$ cat src/rtl/calc_pkg.sv
// Shared types for the calculator entry sequencer: key classes, operator codes, FSM states.
package calc_pkg;

  typedef enum logic [1:0] {
    KEY_DIGIT = 2'd0,
    KEY_OP    = 2'd1,
    KEY_EQ    = 2'd2,
    KEY_CLR   = 2'd3
  } key_e;

  typedef enum logic [1:0] {
    OP_ADD = 2'd0,
    OP_SUB = 2'd1,
    OP_AND = 2'd2,
    OP_OR  = 2'd3
  } op_e;

  typedef enum logic [2:0] {
    S_IDLE   = 3'd0,
    S_GOT_A  = 3'd1,
    S_GOT_OP = 3'd2,
    S_GOT_B  = 3'd3,
    S_EXEC   = 3'd4,
    S_SHOW   = 3'd5
  } state_e;

endpackage

$ cat src/rtl/calc_timeout_cnt.sv
// Loadable down-counter bounding the ALU wait; o_expire_c is high during the final counted cycle.
module calc_timeout_cnt #(
  parameter int unsigned TIMEOUT_CYC = 15
) (
  input  logic CLK,
  input  logic reset,
  input  logic i_clear,
  input  logic i_start,
  output logic o_expire_c
);

  localparam int unsigned CW = $clog2(TIMEOUT_CYC + 1);

  logic [CW-1:0] r_cnt;
  logic          r_run;

  // Counter stops itself once it reaches zero so expiry fires only once per start.
  always_ff @(posedge CLK) begin
    if (reset || i_clear) begin
      r_cnt <= '0;
      r_run <= 1'b0;
    end else if (i_start) begin
      r_cnt <= CW'(TIMEOUT_CYC - 1);
      r_run <= 1'b1;
    end else if (r_run) begin
      if (r_cnt == '0) r_run <= 1'b0;
      else             r_cnt <= r_cnt - CW'(1);
    end
  end

  assign o_expire_c = r_run && (r_cnt == '0);

endmodule

$ cat src/rtl/calc_seq_ctrl.sv
// Keypad-driven entry sequencer (A, operator, B, equals) with ALU start/done handshake and timeout.
// Optional build macro CALC_CHAIN_EN: an operator key while a result is shown reuses that result as A.
module calc_seq_ctrl
  import calc_pkg::*;
#(
  parameter int unsigned W           = 4,
  parameter int unsigned TIMEOUT_CYC = 15
) (
  input  logic         CLK,
  input  logic         reset,
  input  logic         key_valid,
  input  logic [1:0]   key_type,
  input  logic [W-1:0] key_data,
  input  logic         alu_done,
  input  logic [W-1:0] alu_result,
  output logic         ld_a,
  output logic         ld_b,
  output logic [W-1:0] d_out,
  output logic [1:0]   op_sel,
  output logic         alu_start,
  output logic [W-1:0] result,
  output logic         result_valid,
  output logic         busy,
  output logic         err
);

  state_e r_state;
  key_e   w_key;
  logic   w_is_clr;
  logic   w_cnt_start;
  logic   w_cnt_clear;
  logic   w_expire_c;

  assign w_key       = key_e'(key_type);
  assign w_is_clr    = key_valid && (w_key == KEY_CLR);
  assign w_cnt_start = key_valid && (w_key == KEY_EQ) && (r_state == S_GOT_B);
  assign w_cnt_clear = w_is_clr || ((r_state == S_EXEC) && alu_done);

  calc_timeout_cnt #(.TIMEOUT_CYC(TIMEOUT_CYC)) u_timeout (
    .CLK        (CLK),
    .reset      (reset),
    .i_clear    (w_cnt_clear),
    .i_start    (w_cnt_start),
    .o_expire_c (w_expire_c)
  );

  always_ff @(posedge CLK) begin
    if (reset) begin
      r_state      <= S_IDLE;
      ld_a         <= 1'b0;
      ld_b         <= 1'b0;
      d_out        <= '0;
      op_sel       <= 2'(OP_ADD);
      alu_start    <= 1'b0;
      result       <= '0;
      result_valid <= 1'b0;
      busy         <= 1'b0;
      err          <= 1'b0;
    end else begin
      ld_a      <= 1'b0;
      ld_b      <= 1'b0;
      alu_start <= 1'b0;
      if (w_is_clr) begin
        r_state      <= S_IDLE;
        op_sel       <= 2'(OP_ADD);
        result       <= '0;
        result_valid <= 1'b0;
        busy         <= 1'b0;
        err          <= 1'b0;
      end else begin
        case (r_state)
          S_IDLE, S_GOT_A: begin
            if (key_valid && w_key == KEY_DIGIT) begin
              ld_a    <= 1'b1;
              d_out   <= key_data;
              r_state <= S_GOT_A;
            end else if (key_valid && w_key == KEY_OP && r_state == S_GOT_A) begin
              op_sel  <= key_data[1:0];
              r_state <= S_GOT_OP;
            end
          end
          S_GOT_OP, S_GOT_B: begin
            if (key_valid && w_key == KEY_DIGIT) begin
              ld_b    <= 1'b1;
              d_out   <= key_data;
              r_state <= S_GOT_B;
            end else if (key_valid && w_key == KEY_OP && r_state == S_GOT_OP) begin
              op_sel <= key_data[1:0];
            end else if (key_valid && w_key == KEY_EQ && r_state == S_GOT_B) begin
              alu_start <= 1'b1;
              busy      <= 1'b1;
              r_state   <= S_EXEC;
            end
          end
          S_EXEC: begin
            // A done arriving on the last allowed cycle still counts as success.
            if (alu_done) begin
              result       <= alu_result;
              result_valid <= 1'b1;
              busy         <= 1'b0;
              r_state      <= S_SHOW;
            end else if (w_expire_c) begin
              err     <= 1'b1;
              busy    <= 1'b0;
              r_state <= S_IDLE;
            end
          end
          S_SHOW: begin
            if (key_valid && w_key == KEY_DIGIT) begin
              ld_a         <= 1'b1;
              d_out        <= key_data;
              result_valid <= 1'b0;
              r_state      <= S_GOT_A;
            end
`ifdef CALC_CHAIN_EN
            else if (key_valid && w_key == KEY_OP) begin
              ld_a         <= 1'b1;
              d_out        <= result;
              op_sel       <= key_data[1:0];
              result_valid <= 1'b0;
              r_state      <= S_GOT_OP;
            end
`endif
          end
          default: r_state <= S_IDLE;
        endcase
      end
    end
  end

endmodule
$ cat config.mk
export PLATFORM = sky130hd
export DESIGN_NAME = calc_seq_ctrl
export DESIGN_NICKNAME = d
export VERILOG_FILES = /design/src/rtl/calc_pkg.sv /design/src/rtl/calc_timeout_cnt.sv /design/src/rtl/calc_seq_ctrl.sv
export SDC_FILE = /design/constraint.sdc
export NUM_CORES = 1
export LEC_CHECK = 0
export CORE_ASPECT_RATIO = 1.1
export CORE_UTILIZATION = 42
export DETAILED_ROUTE_END_ITERATION = 10
export GPL_TIMING_DRIVEN = 0
export PLACE_DENSITY = 0.73
export SYNTH_ARGS = -nofsm -noshare
export SYNTH_HDL_FRONTEND = slang
export SYNTH_SLANG_ARGS = --single-unit
$ cat constraint.sdc
create_clock -name CLK -period 1.6 [get_ports CLK]
set_clock_uncertainty 0.2 [all_clocks]
set_input_delay 0.16 -clock CLK [delete_from_list [all_inputs] [get_ports CLK]]
set_output_delay 0.16 -clock CLK [all_outputs]
set_load 0.05 [all_outputs]
======== Yosys cells after proc, flatten, opt, wreduce, memory -nomap -nowiden ========
Cells that the tools add are included.
storage, ports and cells
  register bits ........................... 24
  bits of input ports ..................... 14
  output and inout bits ................... 16
  word-level logic and storage cells ...... 107
cells by class
  $add $sub $neg .......................... 1
  eq/ne operators ......................... 21
  muxes and demuxes ....................... 31
  bitwise operators ....................... 5
  reduce and logical (&&, ||, !) cells .... 36
operator list
  cell                  count
  $mux W3               8
  $reduce_and A5 Y1     3
  $ne A2 B2 Y1 const B  7
  $mux W1               12
  $mux W4               3
  $pmux W3 S4           1
  $reduce_or A5 Y1      2
  $logic_and A1 B1 Y1   9
  $reduce_and A3 Y1     3
  $reduce_or A3 Y1      3
  $mux W2               4
  $reduce_bool A2 Y1    4
  $reduce_or A2 Y1      4
  $eq A3 B2 Y1 const B  2
  $eq A3 B3 Y1 const B  2
  $ne A3 B2 Y1 const B  2
  $ne A3 B3 Y1 const B  2
  $reduce_and A2 Y1     3
  $not A1 Y1            5
  $eq A2 B2 Y1 const B  2
  $logic_not A4 Y1      1
  $ne A2 B1 Y1 const B  2
  $pmux W1 S2           2
  $pmux W2 S2           1
  6 further kinds       7

======== Longest topological paths before layout ========
Gate-level depths: netlist of the first run.
  depth after elaboration ................. 7
  gate-level depth with buffers ........... 6
  mapped depth without buffers ............ 6

======== Hierarchy ========
From an unflattened synthesis of the first run, not the netlist that was laid out.
unflattened totals
  cell total of the unflattened synthesis .. 130
  area, all modules ....................... 1151.1 um^2
by module, submodules not included
  module            times used  cells each  area an instance (um^2)  sequential area each (um^2)
  calc_seq_ctrl     1           100         875.8                    380.4
  calc_timeout_cnt  1           30          275.3                    100.1

======== Worst setup path before layout of the first run ========
No wires, ideal clock.
  kind .................................... register to register
  from .................................... register r_state[1]
  to ...................................... register r_state[0]
  setup time .............................. 0.119 ns
  arrival time ............................ 1.428 ns
  required time ........................... 1.281 ns
  setup slack ............................. -0.147 ns
  stages on the path, launching flop included .. 6
  path buffers ............................ 1
  clock period less this slack ............ 1.747 ns
  cell sequence ........................... dfxtp_1 -> buf_2 -> or4b_1 -> o32ai_2 -> a211oi_1 -> o221a_1
between the ends
  longest elaborated chain between the ends .. 4
  elaborated cells between the ends (all ways) .. 18
  classes of those cells .................. eq/ne (10); mux (1); reduce/logical (7)
RTL lines
  what                                                                  RTL line                                  RTL
  start, declared                                                       calc_seq_ctrl.sv:27                       state_e r_state;
  start signal, assigned                                                calc_seq_ctrl.sv:49                       r_state <= S_IDLE;
  start signal, assigned                                                calc_seq_ctrl.sv:64                       r_state <= S_IDLE;
  start signal, assigned                                                calc_seq_ctrl.sv:76                       r_state <= S_GOT_A;
  $eq A3 B2 Y1 (tied with other cells)                                  calc_seq_ctrl.sv:71, calc_seq_ctrl.sv:87
  $reduce_or A2 Y1 (tied with other cells)                              calc_seq_ctrl.sv:71                       case (r_state)
  $ne A3 B2 Y1 (no source line) / $ne A3 B3 Y1 (equally long branches)  -
  $reduce_and A5 Y1 (no source line)                                    -
Parallel ways exist; a longest one is shown, timed or not.
A chain may end at the register's enable or synchronous reset.

======== Final worst setup path of the first run ========
  from .................................... register r_state[0]
  to ...................................... register r_state[0]
The elaborated chain is that of the path after synthesis.

==> results of run 1 <==
-- cells by family after synthesis --
| group | synth area share [%] |
|---|---|
| XOR/XNOR | 3.07 |
| adder cells (fa/ha/maj) | 2.20 |
| flip-flops | 42.2 |
| AND/OR/NAND/NOR | 22.4 |
| multiplexers | 8.78 |
| AO/OA/AOI/OAI | 15.8 |
| buffers and inverters | 5.60 |
-- metrics by stage --
| step | util (%) | instance area, µm² | hold WS (ps) |
|---|---|---|---|
| global route | 67.8 | 1730 | 50.5 |
| CTS | 64.4 | 1640 | 10.0 |
| floorplan | - | 1170 | 104 |
| detailed placement | 58.1 | 1480 | 282 |
| finish | 67.8 | 1730 | 43.7 |
| global placement | 58.1 | 1480 | 261 |
-- routing by layer --
layer	vias to the layer above	GRT usage (%)	routed length, µm
met5	-	0	0
met4	0	4.63	38
met3	6	4.07	158
met2	32	41.7	1720
met1	532	28.4	1300
li1	524	-	-
-- worst max-delay path: stages, from the launching register on --
cell,delay (ps)
dfxtp_2,360
or4b_4,550
o32ai_4,230
a21o_1,170
o221a_1,190
-- sequential cells by signal, summed over array words and instances, names as in the netlist, 2 cells and up --
| name | cells |
|---|---|
| d_out | 4 |
| result | 4 |
| u_timeout.r_cnt | 4 |
| r_state | 3 |
| op_sel | 2 |
-- worst max-delay path by stage --
stage / start / endpoint / slack [ps] / depth (start not counted)
after floorplan: r_state[1] / r_state[0] / -60 / 5
after global placement: key_valid / d_out[0] / -560 / 6
after detailed placement: key_valid / d_out[0] / -620 / 6
after CTS: r_state[1] / r_state[1] / -150 / 4
after global routing: r_state[2] / result[2] / -210 / 6
final: r_state[0] / r_state[0] / -150 / 4
-- cell type report --
type | count | area [µm²]
Multi-Input combinational cell | 84 | 698
Timing Repair Buffer | 42 | 397
Fill cell | 203 | 818
Tap cell | 31 | 38.8
Clock buffer | 3 | 22.5
Inverter | 4 | 18.8
Sequential cell | 24 | 488
Buffer | 7 | 62.6
-- power breakdown --
part           switching (W)  total (W)  internal, W
Clock               0.000180   0.000268    0.0000881
Sequential         0.0000183   0.000638     0.000619
Combinational       0.000204   0.000374     0.000170
Total               0.000402    0.00128     0.000878
-- synthesized netlist by cell type --
| cell | n |
|---|---|
| clkbuf_1 | 3 |
| ha_1 | 2 |
| nor3_1 | 4 |
| o21ai_0 | 2 |
| dfxtp_1 | 24 |
| or3b_2 | 1 |
| a21o_1 | 2 |
| a2111o_1 | 1 |
| o221a_1 | 1 |
| nor3b_1 | 1 |
| nor4bb_1 | 1 |
| a31o_2 | 2 |
| nand4_1 | 1 |
| nor3_4 | 1 |
| buf_2 | 3 |
| nand2b_1 | 2 |
| nor2_1 | 16 |
| a311oi_1 | 1 |
| and2_4 | 1 |
| or2_2 | 1 |
| a31oi_1 | 4 |
| o31ai_1 | 1 |
| nor2b_1 | 1 |
| or3b_1 | 1 |
| xnor2_1 | 1 |
| a211oi_1 | 4 |
| buf_6 | 2 |
| o32ai_2 | 1 |
| or4b_1 | 1 |
| nor4b_1 | 2 |
| nand2_1 | 3 |
| xor2_1 | 3 |
| a21oi_1 | 4 |
| nor4_1 | 2 |
| inv_1 | 4 |
| and4bb_2 | 1 |
| mux2i_1 | 10 |
| o21a_1 | 1 |
| nand3_1 | 4 |
-- repair_timing --
action / 4_1_cts / 5_1_grt
endpoints found under the setup margin: 34 / 27
gates cloned: 0 / 0
pin swaps: 10 / 6
hold buffers: 3 / 0
gates resized for setup: 40 / 20
hold endpoints to repair: 5 / 0
buffers inserted: 8 / 4
==> qor.csv, run 1 <==
stage;metric;value;unit
outcome;run_status;complete, but fails checks;
outcome;violations;negative setup slack;
sta;hold_violations;0;
yosys;yosys_warnings;0;
sta;rsz0062_at_grt;true;
placed_design;dp_hpwl;1930;µm
yosys;syn_avg_cell_area;9.50;µm²
critical_path;reg2reg_from;r_state[0];
clock_network;cts_tree;yes;
critical_path;setup.worst_path.class;reg -> reg;
yosys;yosysTopAreaCell;dfxtp_1;
floorplanning;fp.coreArea;2540;µm²
min_path;min_from;key_type[1];
pwr;power_density;742;nW/µm²
pwr;peakVddDrop;483;µV
final_layout;mostFrequentLayoutCells;dfxtp_1 (20), nor2_1 (15), dlygate4sd2_1 (11);
yosys;syn_inst;120;
sta;final.setup.tns;-1200;ps
critical_path;worstRegToRegCells;4;
global_route;grt_overflow_total;0;
floorplanning;dieHeight;56.6;µm
sta;fin_crit_sh;109;%
sta;final_max_slew_viol_count;0;
sta;period_minus_slack;1750;ps
pwr;power.leakage;0.682;nW
final_layout;final_common_cell;dfxtp_1;
routing;wl;3210;µm
critical_path;cp.required;1670;ps
global_route;grt_pass1_wl;5130;µm
sta;worst_slack;-150;ps
clock_network;root_buffer;clkbuf_4;
pwr;finalPower;0.00128;W
critical_path;path_max_fanout;5;
global_route;grt_max_degree;13;
routing;drc;0;
global_route;grt_pass1_vias;1132;
routing;ant_nets;0;
min_path;hold_end;r_state[0];
clock_network;clock_path_buffers;2;
placed_design;gp_congestion;0.863;
clock_network;clk_latency;320;ps
critical_path;r2r_slack;-150;ps
routing;drt_iter0_markers;28;
critical_path;crit_arrival;1820;ps
critical_path;cp-end-kind;flip-flop;
routing;post_drt_wl_per_cell;16.5;µm
run;drv_cap;0;
yosys;synth.yosys.seq_area_share;42.2;%
routing;via_count;1094;
placed_design;place_inst;178;
routing;drt-pass1-iter-count;6;
yosys;ys_ff_latch;24;
floorplanning;initial_core_util;44.8;%
final_layout;antenna_cells;0;
routing;via_per_inst;5.61;
yosys;syn_nets;136;
clock_network;cts_inserted_buffers;3;
yosys;synth.cell_area;1140;µm²
min_path;min_path_type;in -> reg;
clock_network;cts-htree-levels;1;
final_layout;finalNonFillerCells;195;
floorplanning;die_w;51.7;µm
critical_path;rr_endpoint;r_state[0];
sta;max_slew_margin;66.7;%
floorplanning;rows;19;
min_path;whs_path_depth;3;
yosys;synth_cell_type_count;39;
yosys;synth_top_area_share;42.2;%
sta;fmax;0.572;GHz
yosys;yosys-top-cells-area;dfxtp_1 (42%), mux2i_1 (8.8%), nor2_1 (5.3%), a211oi_1 (2.6%), xor2_1 (2.3%);
global_route;grt_usage;23.2;%
critical_path;worstSetupStartpointType;flip-flop;
global_route;antenna_found_initial;0;
sta;max_slew.worst_pin.slew;501;ps
placed_design;dp_slack;-623;ps
floorplanning;die-area;2930;µm²
floorplanning;io_pins;30;
sta;setup_violations;14;
placed_design;port_buffers;27;
final_layout;drive_above_1_share;31.7;%
final_layout;area_growth;51.4;%
clock_network;clkSinkCount;24;
clock_network;clk_pin_slew;130;ps
final_layout;layout.nets;182;
No activity file was read; power rests on OpenSTA's default activity.
==> run 2: changes to the inputs <==
- SLEW_MARGIN: unset -> 20
==> results of run 2 <==
Same layout as run 1: the final DEF is identical, and so are final timing and power.
==> run 3: changes to the inputs <==
- CORE_MARGIN: unset -> 2
- SETUP_SLACK_MARGIN: unset -> 0.5
- SLEW_MARGIN: 20 -> unset
==> run 3 against run 2 <==
Compared with the run above: the flow finishes with violations (negative hold slack, negative setup slack); critical endpoint unchanged; global-route usage is 2.3 points lower; critical path type unchanged; largest cell class unchanged; combinational power is 2% higher; cell count is 0.51% higher; fmax is 1.9% higher; via count hardly changed; sequential power hardly changed; die area is 7.5% higher; first-iteration DRC count is 57% lower; sequential share of layout area is 1.1 points lower; wire length is 5.9% lower.
==> qor.csv, run 3 (synthesized netlist as in run 1, its figures left out) <==
stage;metric;value;unit
outcome;run_status;complete, but fails checks;
outcome;violations;negative hold slack, negative setup slack;
critical_path;cp.required;1670;ps
pwr;peakVddDrop;614;µV
placed_design;dp_hpwl;1960;µm
routing;highest-signal-layer;met4;
critical_path;crit_family;compound AO/OA/AOI/OAI gates;
critical_path;rr_endpoint;r_state[0];
critical_path;reg2reg_from;r_state[1];
routing;wl;3020;µm
min_path;hold_end;d_out[0];
floorplanning;rows;19;
run;drv_cap;0;
final_layout;area_growth;63.4;%
final_layout;reg_top3;d_out: 4 flops, result: 4 flops, u_timeout.r_cnt: 4 flops;
routing;met3WireLength;176;µm
sta;hold_violations;2;
routing;drc;0;
clock_network;clkSinkCount;24;
global_route;grt_pass1_vias;1064;
critical_path;r2r_slack;-120;ps
global_route;antenna_found_initial;0;
sta;setup_violations;12;
sta;rsz0062_at_grt;true;
min_path;whs_path_depth;2;
clock_network;ctsHoldBuffers;1;
critical_path;cp_slowest_cell;or4b_4;
global_route;grt_pass1_wl;4810;µm
clock_network;clk_pin_slew;130;ps
critical_path;setup.worst_path.class;reg -> reg;
floorplanning;fp.coreArea;2540;µm²
clock_network;cts_inserted_buffers;3;
floorplanning;die-area;3150;µm²
min_path;min_path_type;in -> reg;
critical_path;path_max_fanout;6;
final_layout;final_common_cell;dfxtp_2;
clock_network;root_buffer;clkbuf_4;
routing;via_count;1093;
routing;drt_iter0_markers;12;
routing;via_per_inst;5.58;
final_layout;layout.nets;182;
sta;max_slew_margin;70.8;%
critical_path;cp-end-kind;flip-flop;
critical_path;cpPeakStageDelay;490;ps
critical_path;path_cells;buf_6 > or4b_4 > o32ai_4 > a21o_1 > o221a_1;
placed_design;gp_congestion;0.825;
final_layout;multiInputGateArea;724;µm²
critical_path;worstRegToRegCells;5;
critical_path;path_buf_inv;1;
routing;drt-pass1-iter-count;4;
clock_network;cts-htree-levels;1;
routing;post_drt_wl_per_cell;15.4;µm
floorplanning;io_pins;30;
pwr;power.leakage;0.735;nW
sta;max_slew.worst_pin.slew;436;ps
global_route;grt_overflow_total;0;
placed_design;port_buffers;27;
sta;fmax;0.582;GHz
critical_path;worstSetupStartpointType;flip-flop;
final_layout;drive_above_1_share;54.5;%
global_route;grt_max_degree;14;
final_layout;mostFrequentLayoutCells;dfxtp_2 (20), buf_8 (17), nor2_1 (15);
routing;wirelength_met1;1240;µm
min_path;min_from;reset;
final_layout;antenna_cells;0;
critical_path;crit_arrival;1790;ps
sta;whs;-19.7;ps
sta;fin_crit_sh;107;%
floorplanning;initial_core_util;44.8;%
clock_network;cts_tree;yes;
sta;worst_slack;-117;ps
floorplanning;dieHeight;58.6;µm
global_route;grt_usage;21.0;%
floorplanning;die_w;53.7;µm
pwr;power_density;722;nW/µm²
clock_network;clk_latency;320;ps
routing;route.met2.wl;1540;µm
routing;ant_nets;0;
sta;period_minus_slack;1720;ps
sta;final_max_slew_viol_count;0;
final_layout;final_util;73.2;%
final_layout;n_fill_cell;197;
final_layout;seqCellArea;505;µm²
clock_network;clock_path_buffers;2;
[run 3: cell types whose count changed in the layout (fill, tap and decap cells not counted), sizes merged]
| cell | before | now |
|---|---|---|
| buf | 16 | 36 |
| clkdlybuf4s15 | 7 | 0 |
| clkdlybuf4s50 | 8 | 9 |
| clkinvlp | 1 | 0 |
| dlygate4sd2 | 11 | 0 |
| dlygate4sd3 | 3 | 0 |
| dlymetal6s4s | 0 | 1 |
| inv | 3 | 4 |
[run 3: area by class of cell]
cell class,count,area share (%)
plain buffers,8,4.37
repair buffers,41,24.8
multi-input cells,84,38.9
flip-flops and latches,24,27.1
inverters,4,0.806
well taps,31,2.08
clock buffers,4,1.95
[run 3: worst max path at each step]
stage	depth (start not counted)	from	slack, ps	end
2_1_floorplan	5	r_state[1]	-60	r_state[0]
3_3_place_gp	6	key_valid	-570	d_out[1]
3_5_place_dp	6	key_valid	-610	d_out[2]
4_1_cts	5	r_state[1]	-100	r_state[1]
5_1_grt	5	r_state[0]	-170	r_state[1]
6_report	5	r_state[1]	-120	r_state[0]
[run 3: per-layer routing]
metal	vias to the layer above	GRT usage [%]
li1	525	-
met1	516	25.9
met2	44	34.3
met3	8	3.81
met4	0	10.6
met5	-	0
[run 3: timing repair]
action | CTS | global route
pin swaps | 7 | 5
setup buffers | 12 | 1
hold endpoints to repair | 9 | 3
setup endpoints to repair | 40 | 40
gates resized for setup | 163 | 11
[run 3: where the power goes]
| group | internal (W) | switching, W | leakage [nW] |
|---|---|---|---|
| Clock | 0.000139 | 0.000186 | 0.0210 |
| Combinational | 0.000186 | 0.000197 | 0.510 |
| Sequential | 0.000622 | 0.0000162 | 0.204 |
| Total | 0.000947 | 0.000399 | 0.735 |
[run 3: worst register-to-register path, stage by stage (launching register included)]
cell,delay [ps]
dfxtp_2,340
buf_6,120
or4b_4,490
o32ai_4,190
a21o_1,150
o221a_1,190
[run 3: metrics by stage]
stage	cell area, µm²	worst slack, ps	setup TNS [ps]	total power, W	instances
2_1_floorplan	1240	-59.2	-105	0.000858	120
3_3_place_gp	1550	-569	-7420	0.000943	178
3_5_place_dp	1550	-609	-7700	0.000949	178
4_1_cts	1810	-104	-291	0.00133	195
5_1_grt	1860	-165	-1760	0.00139	196
6_report	1860	-117	-740	0.00135	196
